==> src/rtl/usb_xfer_ctrl_pkg.sv <==
// Shared constants and types for the USB transfer controller.
package usb_xfer_ctrl_pkg;

  localparam int unsigned NumEp = 4;
  localparam int unsigned EpW   = 2;

  // PID nibbles as seen on the wire.
  localparam logic [3:0] PidOut   = 4'b0001;
  localparam logic [3:0] PidIn    = 4'b1001;
  localparam logic [3:0] PidSetup = 4'b1101;
  localparam logic [3:0] PidData0 = 4'b0011;
  localparam logic [3:0] PidData1 = 4'b1011;
  localparam logic [3:0] PidAck   = 4'b0010;
  localparam logic [3:0] PidNak   = 4'b1010;
  localparam logic [3:0] PidStall = 4'b1110;

  // Two-bit DATA type codes exchanged with the packet layer.
  localparam logic [1:0] DataType0 = 2'b00;
  localparam logic [1:0] DataType1 = 2'b10;

  typedef enum logic [2:0] {
    StIdle,
    StInReq,
    StInWait,
    StOutWait,
    StOutData,
    StHsReq
  } state_e;

  // Pending handshake, encoded by its PID.
  typedef enum logic [3:0] {
    HsAck   = PidAck,
    HsNak   = PidNak,
    HsStall = PidStall
  } hs_e;

  function automatic logic [1:0] data_type_code(input logic toggle);
    return toggle ? DataType1 : DataType0;
  endfunction

endpackage

==> src/rtl/usb_xfer_ctrl_if.sv <==
// Packet-layer token/data/handshake bundle between the packet engine and the controller.
interface usb_xfer_ctrl_if;

  logic       rx_in_token;
  logic       rx_out_token;
  logic       rx_setup_token;
  logic       rx_ack;
  logic       rx_data;
  logic [6:0] rx_addr;
  logic [3:0] rx_endpoint;
  logic [1:0] rx_data_type;
  logic       rx_data_tvalid;
  logic       rx_data_tready;
  logic       rx_data_tlast;
  logic       rx_data_error;
  logic       tx_ready;
  logic       tx_ack;
  logic       tx_nack;
  logic       tx_stall;
  logic       tx_data;
  logic       tx_data_null;
  logic [1:0] tx_data_type;

  // Packet layer side.
  modport master (
    output rx_in_token, rx_out_token, rx_setup_token, rx_ack, rx_data,
    output rx_addr, rx_endpoint, rx_data_type,
    output rx_data_tvalid, rx_data_tready, rx_data_tlast, rx_data_error,
    output tx_ready,
    input  tx_ack, tx_nack, tx_stall, tx_data, tx_data_null, tx_data_type
  );

  // Transfer controller side.
  modport slave (
    input  rx_in_token, rx_out_token, rx_setup_token, rx_ack, rx_data,
    input  rx_addr, rx_endpoint, rx_data_type,
    input  rx_data_tvalid, rx_data_tready, rx_data_tlast, rx_data_error,
    input  tx_ready,
    output tx_ack, tx_nack, tx_stall, tx_data, tx_data_null, tx_data_type
  );

endinterface

==> src/rtl/usb_toggle_bank.sv <==
// Per-endpoint IN and OUT data toggle bits with set/flip on the selected endpoint.
module usb_toggle_bank
  import usb_xfer_ctrl_pkg::*;
(
  input  logic             clk,
  input  logic             rst,
  input  logic [EpW-1:0]   sel,
  input  logic             in_set,
  input  logic             in_flip,
  input  logic             out_set,
  input  logic             out_flip,
  output logic [NumEp-1:0] in_tog,
  output logic [NumEp-1:0] out_tog
);

  logic [NumEp-1:0] in_tog_q;
  logic [NumEp-1:0] out_tog_q;

  // Update the selected endpoint; set wins over flip.
  always_ff @(posedge clk or posedge rst) begin
    if (rst) begin
      in_tog_q  <= '0;
      out_tog_q <= '0;
    end else begin
      if (in_set) begin
        in_tog_q[sel] <= 1'b1;
      end else if (in_flip) begin
        in_tog_q[sel] <= ~in_tog_q[sel];
      end
      if (out_set) begin
        out_tog_q[sel] <= 1'b1;
      end else if (out_flip) begin
        out_tog_q[sel] <= ~out_tog_q[sel];
      end
    end
  end

  assign in_tog  = in_tog_q;
  assign out_tog = out_tog_q;

endmodule

==> src/rtl/usb_xfer_ctrl.sv <==
// USB device transfer controller: sequences IN/OUT/SETUP transactions for EP0..EP3.
module usb_xfer_ctrl
  import usb_xfer_ctrl_pkg::*;
#(
  parameter int unsigned TIMEOUT = 255
) (
  input  logic                 clk,
  input  logic                 rst,
  input  logic [6:0]           dev_addr,
  usb_xfer_ctrl_if.slave       pkt,
  input  logic [NumEp-1:0]     in_ep_valid,
  input  logic [NumEp-1:0]     in_ep_null,
  input  logic [NumEp-1:0]     out_ep_ready,
  input  logic [NumEp-1:0]     ep_stall,
  output logic [EpW-1:0]       cur_ep,
  output logic                 in_done,
  output logic                 out_commit,
  output logic                 out_discard
);

  state_e           state_q;
  hs_e              hs_q;
  logic [EpW-1:0]   cur_ep_q;
  logic             setup_q;
  logic [7:0]       cnt_q;
  logic             tx_ack_q, tx_nack_q, tx_stall_q, tx_data_q, tx_data_null_q;
  logic [1:0]       tx_data_type_q;
  logic             in_done_q, out_commit_q, out_discard_q;
  logic [NumEp-1:0] in_tog, out_tog;

  logic addr_ok, tok_any, setup_hit, in_hit, out_hit, timeout, last_beat;
  logic od_send, od_commit, od_discard;
  hs_e  od_hs;
  logic in_set, in_flip, out_set, out_flip;

  // Only the toggle bit of the type code matters; DATA2/MDATA are not used here.
  logic unused_data_type_lsb;
  assign unused_data_type_lsb = pkt.rx_data_type[0];

  // Token qualification, timeout and end-of-payload detection.
  always_comb begin
    addr_ok   = (pkt.rx_addr == dev_addr) && (pkt.rx_endpoint[3:EpW] == '0);
    tok_any   = pkt.rx_in_token | pkt.rx_out_token | pkt.rx_setup_token;
    setup_hit = pkt.rx_setup_token & addr_ok;
    in_hit    = pkt.rx_in_token & addr_ok;
    out_hit   = pkt.rx_out_token & addr_ok;
    timeout   = (cnt_q == 8'(TIMEOUT - 1));
    last_beat = pkt.rx_data_tvalid & pkt.rx_data_tready & pkt.rx_data_tlast;
  end

  // OUT/SETUP completion decision and toggle-bank updates; a SETUP abort suppresses all.
  always_comb begin
    od_send    = 1'b0;
    od_commit  = 1'b0;
    od_discard = 1'b0;
    od_hs      = HsAck;
    in_set     = 1'b0;
    in_flip    = 1'b0;
    out_set    = 1'b0;
    out_flip   = 1'b0;
    if (!setup_hit) begin
      if (state_q == StInWait && pkt.rx_ack) begin
        in_flip = 1'b1;
      end
      if (state_q == StOutData && last_beat) begin
        if (pkt.rx_data_error) begin
          od_discard = 1'b1;
        end else if (setup_q) begin
          od_send   = 1'b1;
          od_commit = 1'b1;
          in_set    = 1'b1;
          out_set   = 1'b1;
        end else if (ep_stall[cur_ep_q]) begin
          od_send    = 1'b1;
          od_hs      = HsStall;
          od_discard = 1'b1;
        end else if (!out_ep_ready[cur_ep_q]) begin
          od_send    = 1'b1;
          od_hs      = HsNak;
          od_discard = 1'b1;
        end else if (pkt.rx_data_type[1] != out_tog[cur_ep_q]) begin
          // Retransmission of data already accepted: ACK again, drop the copy.
          od_send    = 1'b1;
          od_discard = 1'b1;
        end else begin
          od_send   = 1'b1;
          od_commit = 1'b1;
          out_flip  = 1'b1;
        end
      end
    end
  end

  usb_toggle_bank u_toggle_bank (
    .clk      (clk),
    .rst      (rst),
    .sel      (cur_ep_q),
    .in_set   (in_set),
    .in_flip  (in_flip),
    .out_set  (out_set),
    .out_flip (out_flip),
    .in_tog   (in_tog),
    .out_tog  (out_tog)
  );

  // Transaction FSM with registered request and completion pulses.
  always_ff @(posedge clk or posedge rst) begin
    if (rst) begin
      state_q        <= StIdle;
      hs_q           <= HsAck;
      cur_ep_q       <= '0;
      setup_q        <= 1'b0;
      cnt_q          <= '0;
      tx_ack_q       <= 1'b0;
      tx_nack_q      <= 1'b0;
      tx_stall_q     <= 1'b0;
      tx_data_q      <= 1'b0;
      tx_data_null_q <= 1'b0;
      tx_data_type_q <= DataType0;
      in_done_q      <= 1'b0;
      out_commit_q   <= 1'b0;
      out_discard_q  <= 1'b0;
    end else begin
      tx_ack_q       <= 1'b0;
      tx_nack_q      <= 1'b0;
      tx_stall_q     <= 1'b0;
      tx_data_q      <= 1'b0;
      tx_data_null_q <= 1'b0;
      tx_data_type_q <= DataType0;
      in_done_q      <= 1'b0;
      out_commit_q   <= 1'b0;
      out_discard_q  <= 1'b0;
      cnt_q          <= '0;
      if (setup_hit) begin
        state_q  <= StOutWait;
        setup_q  <= 1'b1;
        cur_ep_q <= pkt.rx_endpoint[EpW-1:0];
      end else begin
        case (state_q)
          StIdle: begin
            if (in_hit) begin
              state_q  <= StInReq;
              setup_q  <= 1'b0;
              cur_ep_q <= pkt.rx_endpoint[EpW-1:0];
            end else if (out_hit) begin
              state_q  <= StOutWait;
              setup_q  <= 1'b0;
              cur_ep_q <= pkt.rx_endpoint[EpW-1:0];
            end
          end
          StInReq: begin
            if (pkt.tx_ready) begin
              if (ep_stall[cur_ep_q]) begin
                tx_stall_q <= 1'b1;
                state_q    <= StIdle;
              end else if (!in_ep_valid[cur_ep_q]) begin
                tx_nack_q <= 1'b1;
                state_q   <= StIdle;
              end else begin
                tx_data_q      <= 1'b1;
                tx_data_type_q <= data_type_code(in_tog[cur_ep_q]);
                tx_data_null_q <= in_ep_null[cur_ep_q];
                state_q        <= StInWait;
              end
            end
          end
          StInWait: begin
            if (pkt.rx_ack) begin
              in_done_q <= 1'b1;
              state_q   <= StIdle;
            end else if (tok_any || timeout) begin
              state_q <= StIdle;
            end else begin
              cnt_q <= cnt_q + 8'd1;
            end
          end
          StOutWait: begin
            if (pkt.rx_data) begin
              state_q <= StOutData;
            end else if (timeout) begin
              state_q <= StIdle;
            end else begin
              cnt_q <= cnt_q + 8'd1;
            end
          end
          StOutData: begin
            if (last_beat) begin
              out_commit_q  <= od_commit;
              out_discard_q <= od_discard;
              hs_q          <= od_hs;
              state_q       <= od_send ? StHsReq : StIdle;
            end
          end
          StHsReq: begin
            if (pkt.tx_ready) begin
              case (hs_q)
                HsAck:   tx_ack_q   <= 1'b1;
                HsNak:   tx_nack_q  <= 1'b1;
                HsStall: tx_stall_q <= 1'b1;
                default: ;
              endcase
              state_q <= StIdle;
            end
          end
          default: state_q <= StIdle;
        endcase
      end
    end
  end

  assign pkt.tx_ack       = tx_ack_q;
  assign pkt.tx_nack      = tx_nack_q;
  assign pkt.tx_stall     = tx_stall_q;
  assign pkt.tx_data      = tx_data_q;
  assign pkt.tx_data_null = tx_data_null_q;
  assign pkt.tx_data_type = tx_data_type_q;
  assign cur_ep           = cur_ep_q;
  assign in_done          = in_done_q;
  assign out_commit       = out_commit_q;
  assign out_discard      = out_discard_q;

endmodule

==> src/flat_wrapper.sv <==
// flat-port wrapper written by rule: the top's interface ports become plain ports
module usb_xfer_ctrl_flat import usb_xfer_ctrl_pkg::*;
#(
  parameter int unsigned TIMEOUT = 255
)
  (clk, rst, dev_addr, in_ep_valid, in_ep_null, out_ep_ready, ep_stall, cur_ep, in_done, out_commit, out_discard, pkt_rx_in_token, pkt_rx_out_token, pkt_rx_setup_token, pkt_rx_ack, pkt_rx_data, pkt_rx_addr, pkt_rx_endpoint, pkt_rx_data_type, pkt_rx_data_tvalid, pkt_rx_data_tready, pkt_rx_data_tlast, pkt_rx_data_error, pkt_tx_ready, pkt_tx_ack, pkt_tx_nack, pkt_tx_stall, pkt_tx_data, pkt_tx_data_null, pkt_tx_data_type);
  usb_xfer_ctrl_if pkt_i ();
  input  logic clk;
  input  logic rst;
  input  logic [6:0] dev_addr;
  input  logic [NumEp-1:0] in_ep_valid;
  input  logic [NumEp-1:0] in_ep_null;
  input  logic [NumEp-1:0] out_ep_ready;
  input  logic [NumEp-1:0] ep_stall;
  output logic [EpW-1:0] cur_ep;
  output logic in_done;
  output logic out_commit;
  output logic out_discard;
  input wire logic [$bits(pkt_i.rx_in_token)-1:0] pkt_rx_in_token;
  input wire logic [$bits(pkt_i.rx_out_token)-1:0] pkt_rx_out_token;
  input wire logic [$bits(pkt_i.rx_setup_token)-1:0] pkt_rx_setup_token;
  input wire logic [$bits(pkt_i.rx_ack)-1:0] pkt_rx_ack;
  input wire logic [$bits(pkt_i.rx_data)-1:0] pkt_rx_data;
  input wire logic [$bits(pkt_i.rx_addr)-1:0] pkt_rx_addr;
  input wire logic [$bits(pkt_i.rx_endpoint)-1:0] pkt_rx_endpoint;
  input wire logic [$bits(pkt_i.rx_data_type)-1:0] pkt_rx_data_type;
  input wire logic [$bits(pkt_i.rx_data_tvalid)-1:0] pkt_rx_data_tvalid;
  input wire logic [$bits(pkt_i.rx_data_tready)-1:0] pkt_rx_data_tready;
  input wire logic [$bits(pkt_i.rx_data_tlast)-1:0] pkt_rx_data_tlast;
  input wire logic [$bits(pkt_i.rx_data_error)-1:0] pkt_rx_data_error;
  input wire logic [$bits(pkt_i.tx_ready)-1:0] pkt_tx_ready;
  output wire logic [$bits(pkt_i.tx_ack)-1:0] pkt_tx_ack;
  output wire logic [$bits(pkt_i.tx_nack)-1:0] pkt_tx_nack;
  output wire logic [$bits(pkt_i.tx_stall)-1:0] pkt_tx_stall;
  output wire logic [$bits(pkt_i.tx_data)-1:0] pkt_tx_data;
  output wire logic [$bits(pkt_i.tx_data_null)-1:0] pkt_tx_data_null;
  output wire logic [$bits(pkt_i.tx_data_type)-1:0] pkt_tx_data_type;
  assign pkt_i.rx_in_token = pkt_rx_in_token;
  assign pkt_i.rx_out_token = pkt_rx_out_token;
  assign pkt_i.rx_setup_token = pkt_rx_setup_token;
  assign pkt_i.rx_ack = pkt_rx_ack;
  assign pkt_i.rx_data = pkt_rx_data;
  assign pkt_i.rx_addr = pkt_rx_addr;
  assign pkt_i.rx_endpoint = pkt_rx_endpoint;
  assign pkt_i.rx_data_type = pkt_rx_data_type;
  assign pkt_i.rx_data_tvalid = pkt_rx_data_tvalid;
  assign pkt_i.rx_data_tready = pkt_rx_data_tready;
  assign pkt_i.rx_data_tlast = pkt_rx_data_tlast;
  assign pkt_i.rx_data_error = pkt_rx_data_error;
  assign pkt_i.tx_ready = pkt_tx_ready;
  assign pkt_tx_ack = pkt_i.tx_ack;
  assign pkt_tx_nack = pkt_i.tx_nack;
  assign pkt_tx_stall = pkt_i.tx_stall;
  assign pkt_tx_data = pkt_i.tx_data;
  assign pkt_tx_data_null = pkt_i.tx_data_null;
  assign pkt_tx_data_type = pkt_i.tx_data_type;
  usb_xfer_ctrl #(.TIMEOUT(TIMEOUT)) u_core (.clk(clk), .rst(rst), .dev_addr(dev_addr), .pkt(pkt_i), .in_ep_valid(in_ep_valid), .in_ep_null(in_ep_null), .out_ep_ready(out_ep_ready), .ep_stall(ep_stall), .cur_ep(cur_ep), .in_done(in_done), .out_commit(out_commit), .out_discard(out_discard));
endmodule
==> config.mk <==
export PLATFORM = sky130hd
export DESIGN_NAME = usb_xfer_ctrl_flat
export DESIGN_NICKNAME = d
export VERILOG_FILES = /design/src/rtl/usb_xfer_ctrl_pkg.sv /design/src/rtl/usb_xfer_ctrl_if.sv /design/src/rtl/usb_toggle_bank.sv /design/src/rtl/usb_xfer_ctrl.sv /design/src/flat_wrapper.sv
export SDC_FILE = /design/constraint.sdc
export NUM_CORES = 1
export LEC_CHECK = 0
export CORE_UTILIZATION = 47
export CTS_CLUSTER_DIAMETER = 150
export DETAILED_ROUTE_END_ITERATION = 10
export HOLD_SLACK_MARGIN = 0.02
export PLACE_DENSITY = 0.85
export RECOVER_POWER = 100
export SLEW_MARGIN = 20
export SYNTH_ARGS = -nofsm -noshare
export SYNTH_HDL_FRONTEND = slang
export SYNTH_SLANG_ARGS = --single-unit
==> constraint.sdc <==
create_clock -name clk -period 2.65 [get_ports clk]
set_input_delay 0.265 -clock clk [delete_from_list [all_inputs] [get_ports clk]]
set_output_delay 0.265 -clock clk [all_outputs]
set_load 0.01 [all_outputs]
; Word level (Yosys, flattened, before mapping)
; Index checks and enable logic that the tools add are counted.
[op_classes]
addsub = 1
n_lt_le_gt_ge = 2
n_eq_ne = 17
muxes = 120
n_bitwise = 12
n_reduce_logical = 14
[ops]
columns = op, n
row1 = 1-bit two-way mux, 70
row2 = 8-bit two-way mux, 5
row3 = 3-bit two-way mux, 12
row4 = 4-bit two-way mux, 9
row5 = 2-bit two-way mux, 11
row6 = 3-bit one-hot mux with 6 select lines, 1
row7 = 8-bit one-hot mux with 2 select lines, 1
row8 = 1-bit binary-select mux with 2-bit select, 6
row9 = 8-bit by 1-bit adder with 8-bit output (second input constant), 1
row10 = 4-bit bitwise mux, 2
row11 = 4-bit equality test (second input constant), 2
row12 = 8-bit equality test (second input constant), 1
row13 = 4-bit OR, 2
row14 = 7-bit equality test, 1
row15 = 3-bit by 2-bit equality test with 1-bit output (second input constant), 2
row16 = 3-bit equality test (second input constant), 2
row17 = 3-bit by 2-bit != test with 1-bit output (second input constant), 2
row18 = 6-bit AND reduction, 1
row19 = 2-bit nonzero test, 3
row20 = 1-bit AND, 5
row21 = 4-bit by 2-bit equality test with 1-bit output (second input constant), 1
row22 = 1-bit logical AND, 4
row23 = 4-bit by 1-bit != test with 1-bit output (second input constant), 1
row24 = 4-bit by 2-bit != test with 1-bit output (second input constant), 1
row25 = other kinds (16), 20
[word_totals]
ff_bits = 36
in_bits = 48
out_inout_bits = 12
elab_cells = 182

; Depth between registers and ports, before layout
[logic_depth]
word_depth = 12
ltp_mapped = 8
depth_no_buf = 7

; Cells and area by module
; From an unflattened synthesis, not the netlist that was laid out.
[unflattened]
hier_cells = 174
area_unflattened_um2 = 1868.0
[modules_own_cells]
columns = mod, instances, cells_per_inst, area_per_inst_um2, seq_area_each_um2
row1 = usb_xfer_ctrl, 1, 142, 1520.2, 625.6
row2 = usb_toggle_bank, 1, 32, 347.8, 200.2

; Least setup slack after synthesis
; Ideal clock, no wire load.
[synth_path]
path_kind = register to register
startpoint = register u_core.cur_ep_q[0] (netlist: u_core.cur_ep[0])
endpoint = register u_core.u_toggle_bank.out_tog_q[0] (netlist: u_core.u_toggle_bank.out_tog[0])
setup_ns = 0.126
arrival_ns = 1.715
required_ns = 2.524
setup_slack_ns = 0.809
stages_incl_launch_ff = 7
n_path_buf = 1
period_less_slack_ns = 1.841
cell_sequence = dfrtp_1 > buf_6 > mux4_1 > xnor2_1 > a21o_2 > a41oi_1 > nor2_1
[synth_via]
elab_chain_cells = 11
word_cells_on_any_way = 25
classes_between = order compare: 2 / eq/ne: 1 / mux: 18 / bitwise: 2 / reduce/logical: 2
[synth_lines]
columns = item, line
row1 = start: declaration, usb_xfer_ctrl.sv:23  ; logic [EpW-1:0] cur_ep_q;
row2 = start signal: assignment, usb_xfer_ctrl.sv:137  ; cur_ep_q <= pkt.rx_endpoint[EpW-1:0];
row3 = start signal: assignment, usb_xfer_ctrl.sv:144  ; cur_ep_q <= pkt.rx_endpoint[EpW-1:0];
row4 = start signal: assignment, usb_xfer_ctrl.sv:148  ; cur_ep_q <= pkt.rx_endpoint[EpW-1:0];
row5 = 1-bit binary-select mux with 2-bit select, "usb_toggle_bank.sv:33, usb_xfer_ctrl.sv:81"
row6 = 1-bit two-way mux (implied by the code), "usb_toggle_bank.sv:33, usb_xfer_ctrl.sv:81"
row7 = 1-bit != test, usb_xfer_ctrl.sv:81  ; end else if (pkt.rx_data_type[1] != out_tog[cur_ep_q]) begin
row8 = 1-bit two-way mux, usb_xfer_ctrl.sv:81
row9 = 1-bit two-way mux, usb_xfer_ctrl.sv:77  ; end else if (!out_ep_ready[cur_ep_q]) begin
row10 = 1-bit two-way mux, usb_xfer_ctrl.sv:73  ; end else if (ep_stall[cur_ep_q]) begin
row11 = 1-bit two-way mux, usb_xfer_ctrl.sv:68  ; end else if (setup_q) begin
row12 = 1-bit two-way mux, usb_xfer_ctrl.sv:66  ; if (pkt.rx_data_error) begin
row13 = 1-bit two-way mux, usb_xfer_ctrl.sv:65  ; if (state_q == StOutData && last_beat) begin
row14 = 1-bit two-way mux, usb_xfer_ctrl.sv:61  ; if (!setup_hit) begin
row15 = 2-bit nonzero test (no source line), -
row16 = end signal: indexed assignment, usb_toggle_bank.sv:33  ; out_tog_q[sel] <= ~out_tog_q[sel];
row17 = end: declaration, usb_toggle_bank.sv:17  ; logic [NumEp-1:0] out_tog_q;
; Several ways; a longest one is shown, not always the timed one. The select of a mux whose other input is x is not followed.
; A chain may end at the register's enable or synchronous reset.

; Worst setup path in the final report
[layout_path]
startpoint = register u_core.cur_ep_q[0] (netlist: u_core.cur_ep[0])
endpoint = register u_core.u_toggle_bank.out_tog_q[2] (netlist: u_core.u_toggle_bank.out_tog[2])
; Same word-level chain as after synthesis.

==> metrics <==
P_sw between 0.4 and 0.5 mW; Reg-to-Reg End u_core.u_toggle_bank.out_tog[2]$_DFFE_PP0P_; final wirelength 4441 um; Resized cells post-CTS 0; Synth Flop Type dfrtp_1; gpl congestion 0.8024; P_leak 1.112 nW; ANT cells 0; Hold-fix buffers, CTS 0; Cell Area, Synth 1971 um^2; combinational share of power 29.8%; Overflow after GRT 0; cts bufs inserted 5; Hold Crit Start u_core.hs_q[2]$_DFFE_PP0P_; cell taking the most area after synthesis dfrtp_1; sequential area share after synthesis 41.90%; Clock transition at path regs 0.07 ns; vias per std cell 5.557; R2R depth 5; Final min period 2.306 ns; post-route DRC violation count 1; worst path required time 2.83 ns; H-tree depth 2; Vias 1,656; latest clock arrival within the worst-skew pair 0.29 ns; Crit Path Class flop to flop; Mapped Cells 188; actual slew at the worst max-slew pin around 1.8 ns; Initial DRC Count 107; Synth cell types 52; failing checks DRC, capacitance limit, slew limit; Slew headroom -20.25%; drt pass-1 iters 8; Pins Over Slew Limit 34; YS warnings 0; vias in the first global route 1,567; Peak Freq roughly 430 MHz; sequential group share of total power 45.2%; CP endpoint kind flop; final period utilization 87.04%; Hold EP u_core.pkt.tx_ack$_DFF_PP0_; routed wire length per instance 14.90 um; die height 66.75 um; # nets final between 200 and 300; initial antenna violation count 0; Area Overhead vs Synth 31.75%; Crit Reg-Reg Startpoint u_core.cur_ep[0]$_DFFE_PP0P_; ANT nets after route 0; final hold vios 0; Critical Path Start Type flop; # fillers 341; Ports 60; clock network power share 25.0%; pin count of the biggest net entering global routing 34; IR drop worst, VDD 0.2743 mV; Power Dens Cells 563.2 nW/um^2; Post-Synthesis Net Count 238; Setup TNS Final 0 ns; syn avg cell area 10.48 um^2; ratio of cells with drive above 1 in the final layout 6.855%; number of synthesized register bits 33; post-placement setup slack 0.4500 ns; Initial Util 49.26%; CP arrival 2.48 ns; top post-synthesis cells by area dfrtp_1 (42%), mux4_1 (5.3%), xnor2_1 (4.0%); Detailed Place HPWL 3344 um; Net Sw Frac 33.00%; clk_skew roughly 0.0093 ns; CTS tree done; number of setup buffers added after CTS 0; status complete, but fails checks; die width 66.75 um; Int Pwr just under 1 mW; Hold Path Depth 1; Max-cap violations 1; Clock Tree Buf Depth 2; Root Buffer clkbuf_8; clock sink count 33; ys async rst share 100.0%; DIE AREA 4456 um^2; worst setup margin 0.3435 ns; Post-synth EDFFs 0; RSZ-0062 raised after global routing no; PortBufs 57; area of the core roughly 4000 um^2; Max Fanout on Critical Path 16; Synth top area share a little over two fifths; Row Count 23; gr usage total 22.13%; global-route wire length before repair slightly above 7000 um; flop-to-flop setup slack 0.34 ns; final setup vio count 0; min-delay worst type flop to flop
==> worst max-delay path, cell delays in order, from the launching register on <==
cell	delay, ns
dfrtp_1	0.72
mux4_2	0.66
nor2b_1	0.25
nand4_1	0.25
nor3b_1	0.24
nor2_1	0.07
==> cell usage in the layout (no fill, tap or decap), types with 2 or more instances in the layout <==
master,netlist,final
mux2_2,2,2
nand2b_1,2,2
mux2i_1,2,2
dlygate4sd3_1,0,13
nor2_1,18,18
dfrtp_1,33,33
xor2_1,5,5
a31oi_1,6,6
clkdlybuf4s50_1,0,44
o211ai_1,2,2
and2_1,3,3
nor4_1,2,2
o21a_1,2,2
ha_1,2,2
or2_2,2,2
inv_1,7,7
a21oi_1,4,4
or3_1,2,2
clkbuf_8,3,5
and3_1,3,3
mux4_1,4,4
o31ai_1,2,2
clkbuf_1,0,4
nor2b_1,5,6
nand2_1,9,9
a41oi_1,5,5
nand4_1,2,3
mux4_2,2,2
clkinv_2,0,2
nand3_1,11,11
o21ai_0,3,3
xnor2_1,9,9
nor3_1,11,11
==> synth_stat cells, types with 3 or more instances <==
library cell  count
nor2b_1           5
dfrtp_1          33
nand2_1           9
xor2_1            5
xnor2_1           9
and2_1            3
inv_1             7
a41oi_1           5
a31oi_1           6
a21oi_1           4
nor2_1           18
o21ai_0           3
and3_1            3
nand3_1          11
clkbuf_8          3
nor3_1           11
mux4_1            4
==> how the worst max path moves through the flow <==
stage | start | end | cells past startpoint
after floorplan | u_core.cur_ep[0]$_DFFE_PP0P_ | u_core.u_toggle_bank.out_tog[0]$_DFFE_PP0P_ | 6
after detailed placement | u_core.cur_ep[0]$_DFFE_PP0P_ | u_core.u_toggle_bank.out_tog[0]$_DFFE_PP0P_ | 5
after global placement | u_core.cur_ep[0]$_DFFE_PP0P_ | u_core.u_toggle_bank.out_tog[0]$_DFFE_PP0P_ | 5
after global routing | u_core.cur_ep[0]$_DFFE_PP0P_ | u_core.u_toggle_bank.out_tog[2]$_DFFE_PP0P_ | 5
final | u_core.cur_ep[0]$_DFFE_PP0P_ | u_core.u_toggle_bank.out_tog[2]$_DFFE_PP0P_ | 5
after CTS | u_core.cur_ep[0]$_DFFE_PP0P_ | u_core.u_toggle_bank.out_tog[0]$_DFFE_PP0P_ | 5
==> power groups by stage <==
stage	registers, mW	clock network [mW]	logic, mW
final	0.661	0.365	0.436
after global routing	0.671	0.395	0.490
after global placement	0.666	0	0.433
after floorplan	0.632	0	0.337
after detailed placement	0.669	0	0.446
after CTS	0.659	0.370	0.452
==> stage by stage <==
step           hold WS, ns  instance area (um^2)  utilization [%]  cells  total power [mW]
3_5_place_dp        0.4614                  2545            63.62    290             1.115
3_3_place_gp        0.4557                  2545            63.62    290             1.098
2_1_floorplan       0.3939                  1971                -    188            0.9694
4_1_cts             0.3931                  2628            65.69    298             1.481
5_1_grt             0.4871                  2596            64.90    298             1.556
6_report            0.4822                  2596            64.90    298             1.462
==> kinds of logic (layout without fill, tap and decap cells) <==
| kind of cell | Yosys count | after routing | synth area share (%) |
|---|---|---|---|
| other | 1 | 1 | 0.1903 |
| adder cells (fa/ha/maj) | 2 | 2 | 1.270 |
| AO/OA/AOI/OAI | 32 | 32 | 11.37 |
| multiplexers | 11 | 11 | 10.54 |
| XOR/XNOR | 14 | 14 | 6.222 |
| buffers and inverters | 15 | 75 | 5.461 |
| flip-flops | 33 | 33 | 41.90 |
| AND/OR/NAND/NOR | 80 | 80 | 23.05 |
==> final cells by class <==
cell class | instances | area (um^2) | share of cell area [%]
well taps | 50 | 62.56 | 2.410
multi-input cells | 140 | 1017 | 39.18
clock inverters | 2 | 10.01 | 0.3855
repair buffers | 60 | 581.8 | 22.41
clock buffers | 6 | 72.57 | 2.795
flip-flops and latches | 33 | 825.8 | 31.81
inverters | 7 | 26.28 | 1.012
==> sequential cells by signal, indices dropped and copies added (netlist names) <==
signal,cells
u_core.setup_q,1
u_core.hs_q,2
u_core.in_done,1
u_core.cnt_q,8
u_core.u_toggle_bank.in_tog,4
u_core.state_q,3
u_core.pkt.tx_data_null,1
u_core.cur_ep,2
u_core.u_toggle_bank.out_tog,4
u_core.out_commit,1
u_core.out_discard,1
u_core.pkt.tx_data_type,1
u_core.pkt.tx_data,1
u_core.pkt.tx_stall,1
u_core.pkt.tx_nack,1
u_core.pkt.tx_ack,1
==> per-layer routing <==
metal  GRT usage, %  wire, um  vias up
met4          6.383        34        0
met1          28.93      1932      781
met5              0         0        -
li1               -         -      803
met3          4.623       261        4
met2          36.62      2212       68
(Power assumes the default switching activity.)
